## config.mk

```make
export PLATFORM = sky130hd
export DESIGN_NAME = hazard_sched_flat
export DESIGN_NICKNAME = d
export VERILOG_FILES = /design/src/rtl/hazard_pkg.sv /design/src/rtl/hazard_sched_if.sv /design/src/rtl/hazard_sched_md_busy_timer.sv /design/src/rtl/hazard_sched.sv /design/src/flat_wrapper.sv
export SDC_FILE = /design/constraint.sdc
export NUM_CORES = 1
export LEC_CHECK = 0
export CORE_MARGIN = 2
export CORE_UTILIZATION = 58
export DETAILED_ROUTE_END_ITERATION = 10
export PLACE_DENSITY = 0.87
export SYNTH_ARGS = -nofsm -noshare
export SYNTH_HDL_FRONTEND = slang
export SYNTH_SLANG_ARGS = --single-unit
```

## constraint.sdc

```tcl
create_clock -name clk -period 5.2 [get_ports clk]
set_input_delay 1.04 -clock clk [delete_from_list [all_inputs] [get_ports clk]]
set_output_delay 1.04 -clock clk [all_outputs]
set_load 0.1 [all_outputs]
```

## src/rtl/hazard_pkg.sv

```systemverilog
// hazard_pkg: bypass select codes, Tuse/Tnew encodings, stage record and match helpers for hazard_sched
package hazard_pkg;
    typedef enum logic [2:0] {
        FWD_NONE  = 3'd0,
        FWD_E_PC8 = 3'd1,
        FWD_M_RES = 3'd2,
        FWD_W_WD  = 3'd3
    } fwd_sel_e;

    localparam logic [1:0] TUSE_NONE = 2'd3;
    localparam logic [1:0] TNEW_PC8  = 2'd0;
    localparam logic [1:0] TNEW_ALU  = 2'd1;
    localparam logic [1:0] TNEW_LOAD = 2'd2;

    typedef struct packed {
        logic       valid;
        logic [4:0] wreg;
        logic [1:0] tnew;
        logic [4:0] rs;
        logic [4:0] rt;
        logic       md_start;
        logic       md_div;
    } stage_t;

    localparam stage_t STAGE_BUBBLE = '0;

    function automatic logic hit(input stage_t s, input logic [4:0] src);
        return s.valid && s.wreg != 5'd0 && s.wreg == src;
    endfunction

    function automatic stage_t advance(input stage_t s);
        stage_t r;
        r = s;
        r.tnew = (s.tnew == TNEW_PC8) ? s.tnew : s.tnew - 2'd1;
        return r;
    endfunction

    // Youngest matching producer decides; an older stage is never consulted past a match.
    function automatic logic src_stall(input stage_t e, input stage_t m, input stage_t w,
                                       input logic [4:0] src, input logic [1:0] tuse);
        if (tuse == TUSE_NONE || src == 5'd0) return 1'b0;
        return hit(e, src) ? (e.tnew > tuse) :
               hit(m, src) ? (m.tnew > tuse) :
               hit(w, src) ? (w.tnew > tuse) : 1'b0;
    endfunction

    function automatic fwd_sel_e fwd_sel(input stage_t e, input stage_t m, input stage_t w,
                                         input logic [4:0] src);
        return hit(e, src) ? ((e.tnew == TNEW_PC8) ? FWD_E_PC8 : FWD_NONE) :
               hit(m, src) ? ((m.tnew == TNEW_PC8) ? FWD_M_RES : FWD_NONE) :
               hit(w, src) ? FWD_W_WD : FWD_NONE;
    endfunction
endpackage

```

## src/rtl/hazard_sched_if.sv

```systemverilog
// hazard_sched_if: D-stage hazard info in, stall/bypass selects/md_busy out
//   master: pipeline side (drives d_*), slave: hazard_sched
interface hazard_sched_if;
    logic       d_valid;
    logic [4:0] d_rs;
    logic [4:0] d_rt;
    logic [1:0] d_tuse_rs;
    logic [1:0] d_tuse_rt;
    logic [4:0] d_wreg;
    logic [1:0] d_tnew;
    logic       d_md_start;
    logic       d_md_div;
    logic       d_md_use;
    logic       stall;
    logic [2:0] fwd_d_rs;
    logic [2:0] fwd_d_rt;
    logic [2:0] fwd_e_rs;
    logic [2:0] fwd_e_rt;
    logic [2:0] fwd_m_rt;
    logic       md_busy;

    modport master (
        output d_valid, d_rs, d_rt, d_tuse_rs, d_tuse_rt, d_wreg, d_tnew, d_md_start, d_md_div, d_md_use,
        input  stall, fwd_d_rs, fwd_d_rt, fwd_e_rs, fwd_e_rt, fwd_m_rt, md_busy
    );
    modport slave (
        input  d_valid, d_rs, d_rt, d_tuse_rs, d_tuse_rt, d_wreg, d_tnew, d_md_start, d_md_div, d_md_use,
        output stall, fwd_d_rs, fwd_d_rt, fwd_e_rs, fwd_e_rt, fwd_m_rt, md_busy
    );
endinterface

```

## src/rtl/hazard_sched_md_busy_timer.sv

```systemverilog
// md_busy_timer: mult/div busy countdown
//   clk, rst_n (async, active-low); load: E holds mult/div; div: 1 = div family; md_busy: counter != 0
module md_busy_timer #(
    parameter int MULT_CYCLES = 5,
    parameter int DIV_CYCLES  = 10
) (
    input  logic clk,
    input  logic rst_n,
    input  logic load,
    input  logic div,
    output logic md_busy
);
    localparam int W = $clog2((MULT_CYCLES > DIV_CYCLES ? MULT_CYCLES : DIV_CYCLES) + 1);

    logic [W-1:0] cnt_q, cnt_d;

    always_comb cnt_d = load ? (div ? W'(DIV_CYCLES) : W'(MULT_CYCLES)) :
                        (cnt_q != '0) ? cnt_q - W'(1) : cnt_q;

    always_ff @(posedge clk or negedge rst_n)
        if (!rst_n) cnt_q <= '0;
        else        cnt_q <= cnt_d;

    assign md_busy = cnt_q != '0;
endmodule

```

## src/rtl/hazard_sched.sv

```systemverilog
// hazard_sched: 5-stage pipeline hazard scheduler (D stall, D/E/M bypass selects, mult/div interlock)
//   clk, rst_n (async, active-low); hz: hazard_sched_if.slave
//   HAZARD_STATS_EN defined: adds output stall_cnt[31:0] counting stalled cycles (wrapping)
module hazard_sched
    import hazard_pkg::*;
#(
    parameter int MULT_CYCLES = 5,
    parameter int DIV_CYCLES  = 10
) (
    input logic           clk,
    input logic           rst_n,
    hazard_sched_if.slave hz
`ifdef HAZARD_STATS_EN
    ,
    output logic [31:0]   stall_cnt
`endif
);
    stage_t e_q, m_q, w_q, e_d, m_d, w_d;
    logic   stall, md_busy;

    always_comb begin
        stall = src_stall(e_q, m_q, w_q, hz.d_rs, hz.d_tuse_rs) |
                src_stall(e_q, m_q, w_q, hz.d_rt, hz.d_tuse_rt) |
                ((hz.d_md_use | hz.d_md_start) & (md_busy | e_q.md_start));
        e_d = stall ? STAGE_BUBBLE : '{valid: hz.d_valid, wreg: hz.d_wreg, tnew: hz.d_tnew,
                                       rs: hz.d_rs, rt: hz.d_rt,
                                       md_start: hz.d_md_start, md_div: hz.d_md_div};
        m_d = advance(e_q);
        w_d = advance(m_q);
    end

    always_ff @(posedge clk or negedge rst_n)
        if (!rst_n) begin
            e_q <= STAGE_BUBBLE;
            m_q <= STAGE_BUBBLE;
            w_q <= STAGE_BUBBLE;
        end else begin
            e_q <= e_d;
            m_q <= m_d;
            w_q <= w_d;
        end

    md_busy_timer #(.MULT_CYCLES(MULT_CYCLES), .DIV_CYCLES(DIV_CYCLES)) u_md_timer (
        .clk     (clk),
        .rst_n   (rst_n),
        .load    (e_q.md_start),
        .div     (e_q.md_div),
        .md_busy (md_busy)
    );

    // Later stages are consulted by passing a bubble in place of the stages they cannot see.
    assign hz.stall    = stall;
    assign hz.md_busy  = md_busy;
    assign hz.fwd_d_rs = fwd_sel(e_q, m_q, w_q, hz.d_rs);
    assign hz.fwd_d_rt = fwd_sel(e_q, m_q, w_q, hz.d_rt);
    assign hz.fwd_e_rs = fwd_sel(STAGE_BUBBLE, m_q, w_q, e_q.rs);
    assign hz.fwd_e_rt = fwd_sel(STAGE_BUBBLE, m_q, w_q, e_q.rt);
    assign hz.fwd_m_rt = fwd_sel(STAGE_BUBBLE, STAGE_BUBBLE, w_q, m_q.rt);

    logic unused;
    assign unused = ^{m_q.rs, m_q.md_start, m_q.md_div, w_q.rs, w_q.rt, w_q.md_start, w_q.md_div};

`ifdef HAZARD_STATS_EN
    logic [31:0] stall_cnt_q, stall_cnt_d;

    always_comb stall_cnt_d = stall_cnt_q + 32'(stall);

    always_ff @(posedge clk or negedge rst_n)
        if (!rst_n) stall_cnt_q <= '0;
        else        stall_cnt_q <= stall_cnt_d;

    assign stall_cnt = stall_cnt_q;
`endif
endmodule

```

## src/flat_wrapper.sv

```systemverilog
// flat-port wrapper written by rule: the top's interface ports become plain ports
module hazard_sched_flat import hazard_pkg::*;
#(
    parameter int MULT_CYCLES = 5,
    parameter int DIV_CYCLES  = 10
)
  (clk, rst_n, hz_d_valid, hz_d_rs, hz_d_rt, hz_d_tuse_rs, hz_d_tuse_rt, hz_d_wreg, hz_d_tnew, hz_d_md_start, hz_d_md_div, hz_d_md_use, hz_stall, hz_fwd_d_rs, hz_fwd_d_rt, hz_fwd_e_rs, hz_fwd_e_rt, hz_fwd_m_rt, hz_md_busy);
  hazard_sched_if hz_i ();
  input logic clk;
  input logic rst_n;
  input wire logic [$bits(hz_i.d_valid)-1:0] hz_d_valid;
  input wire logic [$bits(hz_i.d_rs)-1:0] hz_d_rs;
  input wire logic [$bits(hz_i.d_rt)-1:0] hz_d_rt;
  input wire logic [$bits(hz_i.d_tuse_rs)-1:0] hz_d_tuse_rs;
  input wire logic [$bits(hz_i.d_tuse_rt)-1:0] hz_d_tuse_rt;
  input wire logic [$bits(hz_i.d_wreg)-1:0] hz_d_wreg;
  input wire logic [$bits(hz_i.d_tnew)-1:0] hz_d_tnew;
  input wire logic [$bits(hz_i.d_md_start)-1:0] hz_d_md_start;
  input wire logic [$bits(hz_i.d_md_div)-1:0] hz_d_md_div;
  input wire logic [$bits(hz_i.d_md_use)-1:0] hz_d_md_use;
  output wire logic [$bits(hz_i.stall)-1:0] hz_stall;
  output wire logic [$bits(hz_i.fwd_d_rs)-1:0] hz_fwd_d_rs;
  output wire logic [$bits(hz_i.fwd_d_rt)-1:0] hz_fwd_d_rt;
  output wire logic [$bits(hz_i.fwd_e_rs)-1:0] hz_fwd_e_rs;
  output wire logic [$bits(hz_i.fwd_e_rt)-1:0] hz_fwd_e_rt;
  output wire logic [$bits(hz_i.fwd_m_rt)-1:0] hz_fwd_m_rt;
  output wire logic [$bits(hz_i.md_busy)-1:0] hz_md_busy;
  assign hz_i.d_valid = hz_d_valid;
  assign hz_i.d_rs = hz_d_rs;
  assign hz_i.d_rt = hz_d_rt;
  assign hz_i.d_tuse_rs = hz_d_tuse_rs;
  assign hz_i.d_tuse_rt = hz_d_tuse_rt;
  assign hz_i.d_wreg = hz_d_wreg;
  assign hz_i.d_tnew = hz_d_tnew;
  assign hz_i.d_md_start = hz_d_md_start;
  assign hz_i.d_md_div = hz_d_md_div;
  assign hz_i.d_md_use = hz_d_md_use;
  assign hz_stall = hz_i.stall;
  assign hz_fwd_d_rs = hz_i.fwd_d_rs;
  assign hz_fwd_d_rt = hz_i.fwd_d_rt;
  assign hz_fwd_e_rs = hz_i.fwd_e_rs;
  assign hz_fwd_e_rt = hz_i.fwd_e_rt;
  assign hz_fwd_m_rt = hz_i.fwd_m_rt;
  assign hz_md_busy = hz_i.md_busy;
  hazard_sched #(.MULT_CYCLES(MULT_CYCLES), .DIV_CYCLES(DIV_CYCLES)) u_core (.clk(clk), .rst_n(rst_n), .hz(hz_i));
endmodule
```

# --- Yosys cells after proc, flatten, opt, wreduce, memory -nomap -nowiden ---
# Cells that the tools add are included.
op_classes:
  add_sub_neg: 3
  n_mul: 0
  n_div: 0
  order_cmp: 6
  n_eq_ne: 13
  shifts: 0
  muxes: 31
  n_bitwise: 5
  reduce_logical: 25
ops:
  columns: ["cell", "count"]
  rows:
  - ["$eq 5x5->1", 11]
  - ["$mux 20", 1]
  - ["$mux 3", 6]
  - ["$mux 2", 8]
  - ["$reduce_bool 5->1", 3]
  - ["$logic_and 1x1->1", 14]
  - ["$mux 1", 13]
  - ["$gt 2x2->1", 6]
  - ["$mux 4", 3]
  - ["$logic_not 5->1", 2]
  - ["$eq 2x2->1 const B", 2]
  - ["$logic_not 2->1", 2]
  - ["$or 1x1->1", 4]
  - ["$reduce_bool 4->1", 1]
  - ["$sub 2x1->2 const B", 2]
  - ["$sub 4x1->4 const B", 1]
  - ["$logic_or 1x1->1", 2]
  - ["$reduce_bool 2->1", 1]
  - ["$and 1x1->1", 1]
word_totals:
  reg_bits: 45
  latch_bits: 0
  ramBits: 0
  rom_bits: 0
  inputBits: 27
  output_inout_bits: 17
  wordCells: 98
  memories: 0

# --- Logic depth before layout (Yosys ltp) ---
# Gate-level depths: netlist of the first run.
logic_depth:
  depth_word: 10
  depth_mapped: 10
  ltp_nobuf: 9

# --- Cells and area by module ---
# From an unflattened synthesis of the first run, not the netlist that was laid out.
unflattened:
  hier_cells: 284
  hier_area_um2: 2746.4
by_module_without_submodules:
  columns: ["module", "n_inst", "cells_per_inst", "area_each_um2", "seq_area_each_um2"]
  rows:
  - ["hazard_sched", 1, 257, 2487.4, 1026.0]
  - ["md_busy_timer", 1, 27, 259.0, 100.1]

# --- Worst setup path before layout of the first run ---
# No wires, ideal clock.
synth_path:
  path_type: "register -> output"
  start: "register u_core.m_q[14] (netlist name)"
  end: "output port hz_fwd_e_rs[1]"
  t_arrival_ps: 5048
  required_time_ps: 4160
  slack_ps: -888
  stages_incl_launch_ff: 7
  path_buffers: 1
  cell_sequence: "dfrtp_1 > buf_6 > or4_4 > o21ai_0 > nor4_1 > nor4_1 > a21o_1"
synth_via:
  elab_chain_cells: 4
  elab_cells_between_ends: 5
  cone_classes: "eq/ne: 1; mux: 1; reduce/logical: 3"
synth_lines:
  columns: ["element", "line_no", "source"]
  rows:
  - ["from (decl)", "hazard_sched.sv:18", "stage_t e_q, m_q, w_q, e_d, m_d, w_d;"]
  - ["from (signal assigned)", "hazard_sched.sv:39", "m_q <= m_d;"]
  - ["$reduce_bool 5->1", "hazard_pkg.sv:28", "return s.valid && s.wreg != 5'd0 && s.wreg == src;"]
  - ["$logic_and 1x1->1", "hazard_pkg.sv:28", null]
  - ["$logic_and 1x1->1 (*)", "hazard_pkg.sv:28", null]
  - ["$mux 3 (*)", "hazard_pkg.sv:50", "hit(m, src) ? ((m.tnew == TNEW_PC8) ? FWD_M_RES : FWD_NONE) :"]
  - ["to (decl)", "flat_wrapper.sv:24", "output wire logic [$bits(hz_i.fwd_e_rs)-1:0] hz_fwd_e_rs;"]
# Mark *: on every way between the ends. The rest lies on a longest branch, timed or not.

# --- Worst setup path in the final report of the first run ---
layout_path:
  start: "input port hz_d_rs[0]"
  end: "output port hz_stall"
layout_via:
  elab_chain_cells: 8
  elab_cells_between_ends: 15
  cone_classes: "eq/ne: 3; mux: 5; bitwise: 2; reduce/logical: 5"
layout_lines:
  columns: ["element", "line_no", "source"]
  rows:
  - ["from (decl)", "flat_wrapper.sv:12", "input wire logic [$bits(hz_i.d_rs)-1:0] hz_d_rs;"]
  - ["$eq 5x5->1", "hazard_pkg.sv:28", null]
  - ["$logic_and 1x1->1", "hazard_pkg.sv:28", null]
  - ["$mux 1", "hazard_pkg.sv:44", "hit(w, src) ? (w.tnew > tuse) : 1'b0;"]
  - ["$mux 1", "hazard_pkg.sv:43", "hit(m, src) ? (m.tnew > tuse) :"]
  - ["$mux 1", "hazard_pkg.sv:42", "return hit(e, src) ? (e.tnew > tuse) :"]
  - ["$mux 1 (*)", "hazard_pkg.sv:42", null]
  - ["$or 1x1->1 (*)", "hazard_sched.sv:22", "stall = src_stall(e_q, m_q, w_q, hz.d_rs, hz.d_tuse_rs) |"]
  - ["$or 1x1->1 (*)", "hazard_sched.sv:23", "src_stall(e_q, m_q, w_q, hz.d_rt, hz.d_tuse_rt) |"]
  - ["to (decl)", "flat_wrapper.sv:21", "output wire logic [$bits(hz_i.stall)-1:0] hz_stall;"]
# Marked as above.

==> results.py, run 1 <==
metrics = {
    "synth": {
        "ys_types": 42,
        "synthFlopType": "dfrtp_1",
        "synth_common_cells": "xnor2_1, dfrtp_1, and2_1",
        "syn_inst": 263,
        "synth.avg_cell_area_um2": 10.2,
        "ys_ff_latch": 45,
        "synth_edf_count": 0,
        "synthArstFlopShare_pct": 100,
        "yosysTopAreaCell": "dfrtp_1",
        "synth_most_common_cell": "xnor2_1",
        "synth_warnings": 0,
        "synth_area_leaders": "dfrtp_1, xnor2_1, ha_1",
        "syn_area_um2": 2680,
        "yosysSeqAreaShare_pct": 42.1,
        "synth_top_area_share_pct": 42.1,
    },
    "timing": {
        "rsz0062_at_grt": "false",
        "worst_pin_slew_ps": 980,
        "final_max_slew_viol_count": 0,
        "fin_crit_ps": 4330,
        "worst_slack_ps": 869,
        "fin_skew_ps": 8.72,
        "setup_tns_ps": 0,
        "hold_violations": 0,
        "finalSetupViolations": 0,
        "period_share_pct": 83.3,
        "clock.fmax_ghz": 0.231,
        "relSlewSlack_pct": 34.7,
    },
    "placement": {
        "hpwl_mm": 4.25,
        "dp_cells": 341,
        "gp_congestion": 0.847,
        "portBuffers": 38,
        "place_ws_ps": 903,
        "dpl_cell_area_um2": 3050,
    },
    "cells_and_area": {
        "nFillCells": 337,
        "syn2layout_area_growth_pct": 17.3,
        "layoutNonFillerInstCount": 349,
        "regArea_um2": 1130,
        "drive_above_1_share_pct": 9.09,
        "diodes": 0,
        "multi_input_area_um2": 1440,
        "layout.nets": 337,
        "post-route-cell-area_um2": 3140,
        "fin_util_pct": 71.1,
    },
    "setup_path": {
        "reg2reg_depth": 10,
        "path_class": "input pin to primary output",
        "critical_path.endpoint_type": "primary output",
        "cp-start-kind": "input pin",
        "worstPathArrival_ps": 3290,
        "crit_fanout": 5,
        "crit_required_ps": 4160,
    },
    "floorplan": {
        "rows": 24,
        "fp.dieW_um": 71.9,
        "die-area_um2": 5170,
        "start_util_pct": 60.6,
        "die_h_um": 71.9,
        "io_pins": 44,
        "core-area_um2": 4410,
    },
    "global_routing": {
        "grt_pass1_wl_mm": 9.71,
        "grt_overflow": 0,
        "antenna_found_initial": 0,
        "grt_max_degree": 46,
        "grt_pass1_vias": 2044,
        "grtUsageTotal_pct": 24.7,
    },
    "min_path": {
        "min_path_cells": 0,
        "min_path_type": "register to register",
    },
    "pwr": {
        "power_density_nw_per_um2": 373,
        "peakVddDrop_v": 0.000268,
        "p_leak_nw": 1.39,
    },
    "detailed_routing": {
        "first_iter_violations": 143,
        "drc_errors": 0,
        "drt_wl_total_mm": 5.55,
        "antenna_left": 0,
        "drt_pass1_iterations": 4,
        "viasPerCell": 5.63,
        "num_vias": 1965,
        "wire_per_inst_um": 15.9,
    },
    "run_status": {
        "outcome": "complete, no violations",
    },
    "cts": {
        "cts_made_buffers": 5,
        "clk_latency_ps": 310,
        "cts-root-buf": "clkbuf_8",
        "cts_resized": 0,
        "cts_tree": "built",
        "clkSlewWorstSetupHoldPaths_ps": 80,
        "clock_path_buffers": 2,
        "htreeDepth": 2,
        "post_cts.repair.setup_buffers": 0,
        "clock_sinks": 45,
        "postCtsHoldBufs": 0,
    },
    "flow_run": {
        "maxCapViolCount": 0,
    },
}
## routing by layer
metal,share of wire [%],up-vias,routed length [um],GRT usage [%]
met2,50,66,2790,40.3
met3,6.1,12,341,5.14
met1,42,947,2320,32.9
li1,-,940,-,-
met4,1.9,0,105,8.81
met5,0,-,0,0
## flip-flops by register name, summed over array words and instances, names as in the netlist
| register | count |
|---|---|
| u_core.m_q | 13 |
| u_core.e_q | 20 |
| u_core.u_md_timer.cnt_q | 4 |
| u_core.w_q | 8 |
## worst max-delay path, cell delays in order
cell	delay, ps
clkdlybuf4s50_1	640
xnor2_1	160
and4_1	210
or3b_2	470
a211o_1	280
a22oi_2	210
inv_1	110
buf_12	170
## cells in the final DEF (no fill, tap or decap), types with 2 or more instances in the layout
cell type	n
nor4b_1	2
clkbuf_8	5
o21bai_1	2
nor3_1	3
nand3_1	9
nor3b_1	2
o21ai_0	6
a21oi_1	3
o211ai_1	2
nand2b_1	2
xnor2_1	49
nor4_1	4
or4_1	3
ha_1	14
dfrtp_1	45
xor2_1	8
nor4_2	3
o21a_1	2
nor2b_1	8
a211o_1	2
conb_1	5
a21o_1	3
o2111ai_1	2
nand2_1	14
and2_1	23
a2bb2oi_1	2
buf_4	10
inv_1	9
clkdlybuf4s50_1	28
nor2_1	9
and4_1	2
## where the power goes
part | total, W | switching [W] | internal, W
combinational | 0.000450 | 0.000250 | 0.000200
sequential | 0.000499 | 0.0000840 | 0.000415
clock | 0.000221 | 0.000126 | 0.0000953
## metrics by stage
step,power (W),hold WS (ps)
6_report,0.00117,404
5_1_grt,0.00125,421
4_1_cts,0.00118,403
3_5_place_dp,0.000958,384
3_3_place_gp,0.000939,378
2_1_floorplan,0.000844,349
## area by class of cell
cell class / count / area share (%)
Clock inverter: 3 / 0.678
Timing Repair Buffer: 40 / 12.1
Clock buffer: 5 / 2.19
Multi-Input combinational cell: 195 / 46.0
Sequential cell: 45 / 35.9
Tap cell: 52 / 2.07
Inverter: 9 / 1.08
## path summary, 6_finish.rpt
check                                      startpoint                         end  slack, ps
min                                    u_core.e_q[19]              u_core.m_q[19]        400
max reg2reg                u_core.u_md_timer.cnt_q[0]              u_core.e_q[10]       2640
max in group asynchronous                       rst_n  u_core.u_md_timer.cnt_q[2]       3720
min in group asynchronous                       rst_n              u_core.w_q[17]        880
max                                        hz_d_rs[0]                    hz_stall        870
min reg2reg                            u_core.e_q[19]              u_core.m_q[19]        400
## kinds of logic after synthesis
logic type / count (synthesis) / synth area share, %
fa+ha+maj: 14 / 6.55
mux: 1 / 0.421
simple gates: 89 / 19.0
xor+xnor: 57 / 18.7
flops: 45 / 42.1
buf+inv: 27 / 5.24
other cells: 1 / 0.140
compound gates: 29 / 7.95
Note: power is estimated with default switching activity, not from simulation.
==> inputs of run 2 (changes only) <==
CORE_UTILIZATION = 48   (was 58)
PLACE_DENSITY = 0.77   (was 0.87)
clock period = 3.93 ns   (was 5.2 ns; I/O delays follow)
==> run 2 against run 1 <==
Net effect:
- clock skew shrank 2.8 ps
- non-clock buffer count rose by 7
- die area up 20%
- register-to-register slack got worse by 1300 ps
- clock-buffer cell count unchanged
==> results.py, run 2 (synthesis gave the netlist of run 1 again) <==
metrics = {
    "cts": {
        "cts_made_buffers": 5,
        "post_cts.repair.setup_buffers": 0,
        "clock_path_buffers": 2,
        "htreeDepth": 2,
        "cts_resized": 0,
        "postCtsHoldBufs": 0,
        "cts-root-buf": "clkbuf_8",
        "clkSlewWorstSetupHoldPaths_ps": 80,
        "clk_latency_ps": 300,
        "cts_tree": "built",
        "clock_sinks": 45,
    },
    "setup_path": {
        "worstPathArrival_ps": 2930,
        "critical_path.endpoint_type": "primary output",
        "critical-path-top-delay-family": "buffers and inverters",
        "cp.buffers_inverters": 3,
        "cp_cell_sequence": "clkdlybuf4s50_1 -> xnor2_1 -> nand2_1 -> or3b_2 -> a211o_1 -> a22oi_2 -> inv_1 -> buf_12",
        "crit_required_ps": 3140,
        "slowest_stage": "clkdlybuf4s50_1",
        "slowest_delay_ps": 550,
        "cp-start-kind": "input pin",
        "crit_fanout": 5,
        "rrSetupSlack_ps": 1380,
        "path_class": "input pin to primary output",
    },
    "detailed_routing": {
        "viasPerCell": 5.25,
        "drt_wl_total_mm": 5.69,
        "drt_pass1_iterations": 4,
        "drc_errors": 0,
        "wire_per_inst_um": 15.1,
        "first_iter_violations": 98,
        "antenna_left": 0,
        "num_vias": 1974,
    },
    "cells_and_area": {
        "diodes": 0,
        "post-route-cell-area_um2": 3290,
        "top_register": "u_core.e_q",
        "nFillCells": 464,
        "largest_reg_flops": 20,
        "final_common_cell": "xnor2_1",
        "layout.nets": 344,
        "fin_util_pct": 60.5,
        "regArea_um2": 1130,
        "drive_above_1_share_pct": 12.2,
        "reg.largest.list": "u_core.e_q (20), u_core.m_q (13), u_core.w_q (8)",
        "final_cell_mix": "xnor2_1, dfrtp_1, clkdlybuf4s50_1, and2_1, buf_4",
        "multi_input_area_um2": 1470,
        "syn2layout_area_growth_pct": 22.9,
    },
    "pwr": {
        "peakVddDrop_v": 0.000266,
        "p_leak_nw": 1.44,
        "power_density_nw_per_um2": 474,
    },
    "timing": {
        "clock.fmax_ghz": 0.269,
        "fin_crit_ps": 3720,
        "rsz0062_at_grt": "false",
        "worst_pin_slew_ps": 977,
        "hold_violations": 0,
        "fin_skew_ps": 5.89,
        "holdWs_ps": 418,
        "finalSetupViolations": 0,
        "setup_tns_ps": 0,
        "relSlewSlack_pct": 34.9,
        "period_share_pct": 94.7,
        "final_max_slew_viol_count": 0,
    },
    "global_routing": {
        "grt_pass1_vias": 2052,
        "grt_overflow": 0,
        "antenna_found_initial": 0,
        "grt_pass1_wl_mm": 9.76,
        "grtUsageTotal_pct": 20.8,
        "grt_max_degree": 46,
    },
    "floorplan": {
        "start_util_pct": 49.2,
        "die_h_um": 78.7,
        "rows": 27,
        "core-area_um2": 5440,
        "fp.dieW_um": 78.7,
        "die-area_um2": 6190,
        "io_pins": 44,
    },
    "placement": {
        "gp_congestion": 0.902,
        "portBuffers": 38,
        "hpwl_mm": 4.44,
        "dpl_cell_area_um2": 3200,
    },
    "flow_run": {
        "maxCapViolCount": 0,
    },
    "min_path": {
        "min_path_type": "register to register",
    },
    "run_status": {
        "outcome": "complete, no violations",
    },
}
-- run 2: cell count changes in the layout (fill, tap and decap cells not counted), moves of 2 or more --
cell | before | now
nor4_2 | 3 | 0
buf_4 | 10 | 15
buf_12 | 1 | 5
nor4_4 | 0 | 3
clkdlybuf4s50_1 | 28 | 26
-- run 2: report_power, final --
part	internal [W]	leakage [nW]	total, W	switching [W]
Clock	0.000123	0.0439	0.000279	0.000157
Sequential	0.000549	0.592	0.000659	0.000111
Combinational	0.000275	0.801	0.000620	0.000345
-- run 2: through the flow --
stage,std cells,setup slack [ps],total power [W]
after floorplan,267,-43.3,0.00113
after global placement,368,301,0.00127
after detailed placement,368,247,0.00129
after CTS,376,238,0.00157
after global routing,376,163,0.00166
final,376,209,0.00156
-- run 2: area by class of cell --
cell class,instances,share of cell area [%]
Inverter,9,1.03
Tap cell,72,2.74
Sequential cell,45,34.2
Multi-Input combinational cell,195,44.8
Clock buffer,5,2.09
Clock inverter,3,0.533
Timing Repair Buffer,47,14.5
-- run 2: metal layers --
metal	vias up	wire length [um]	track usage (%)
li1	949	-	-
met1	938	2510	26.9
met2	74	2730	35.2
met3	13	325	3.45
met4	0	123	7.37
met5	-	0	0
-- run 2: final timing paths --
path	startpoint	endpoint	cells past startpoint
worst max-delay path	hz_d_rs[1]	hz_stall	8
worst min-delay path	u_core.e_q[19]	u_core.m_q[19]	0
worst max register to register	u_core.u_md_timer.cnt_q[0]	u_core.e_q[10]	10
worst min register to register	u_core.e_q[19]	u_core.m_q[19]	0
max in group asynchronous	rst_n	u_core.m_q[16]	1
min in group asynchronous	rst_n	u_core.m_q[12]	1
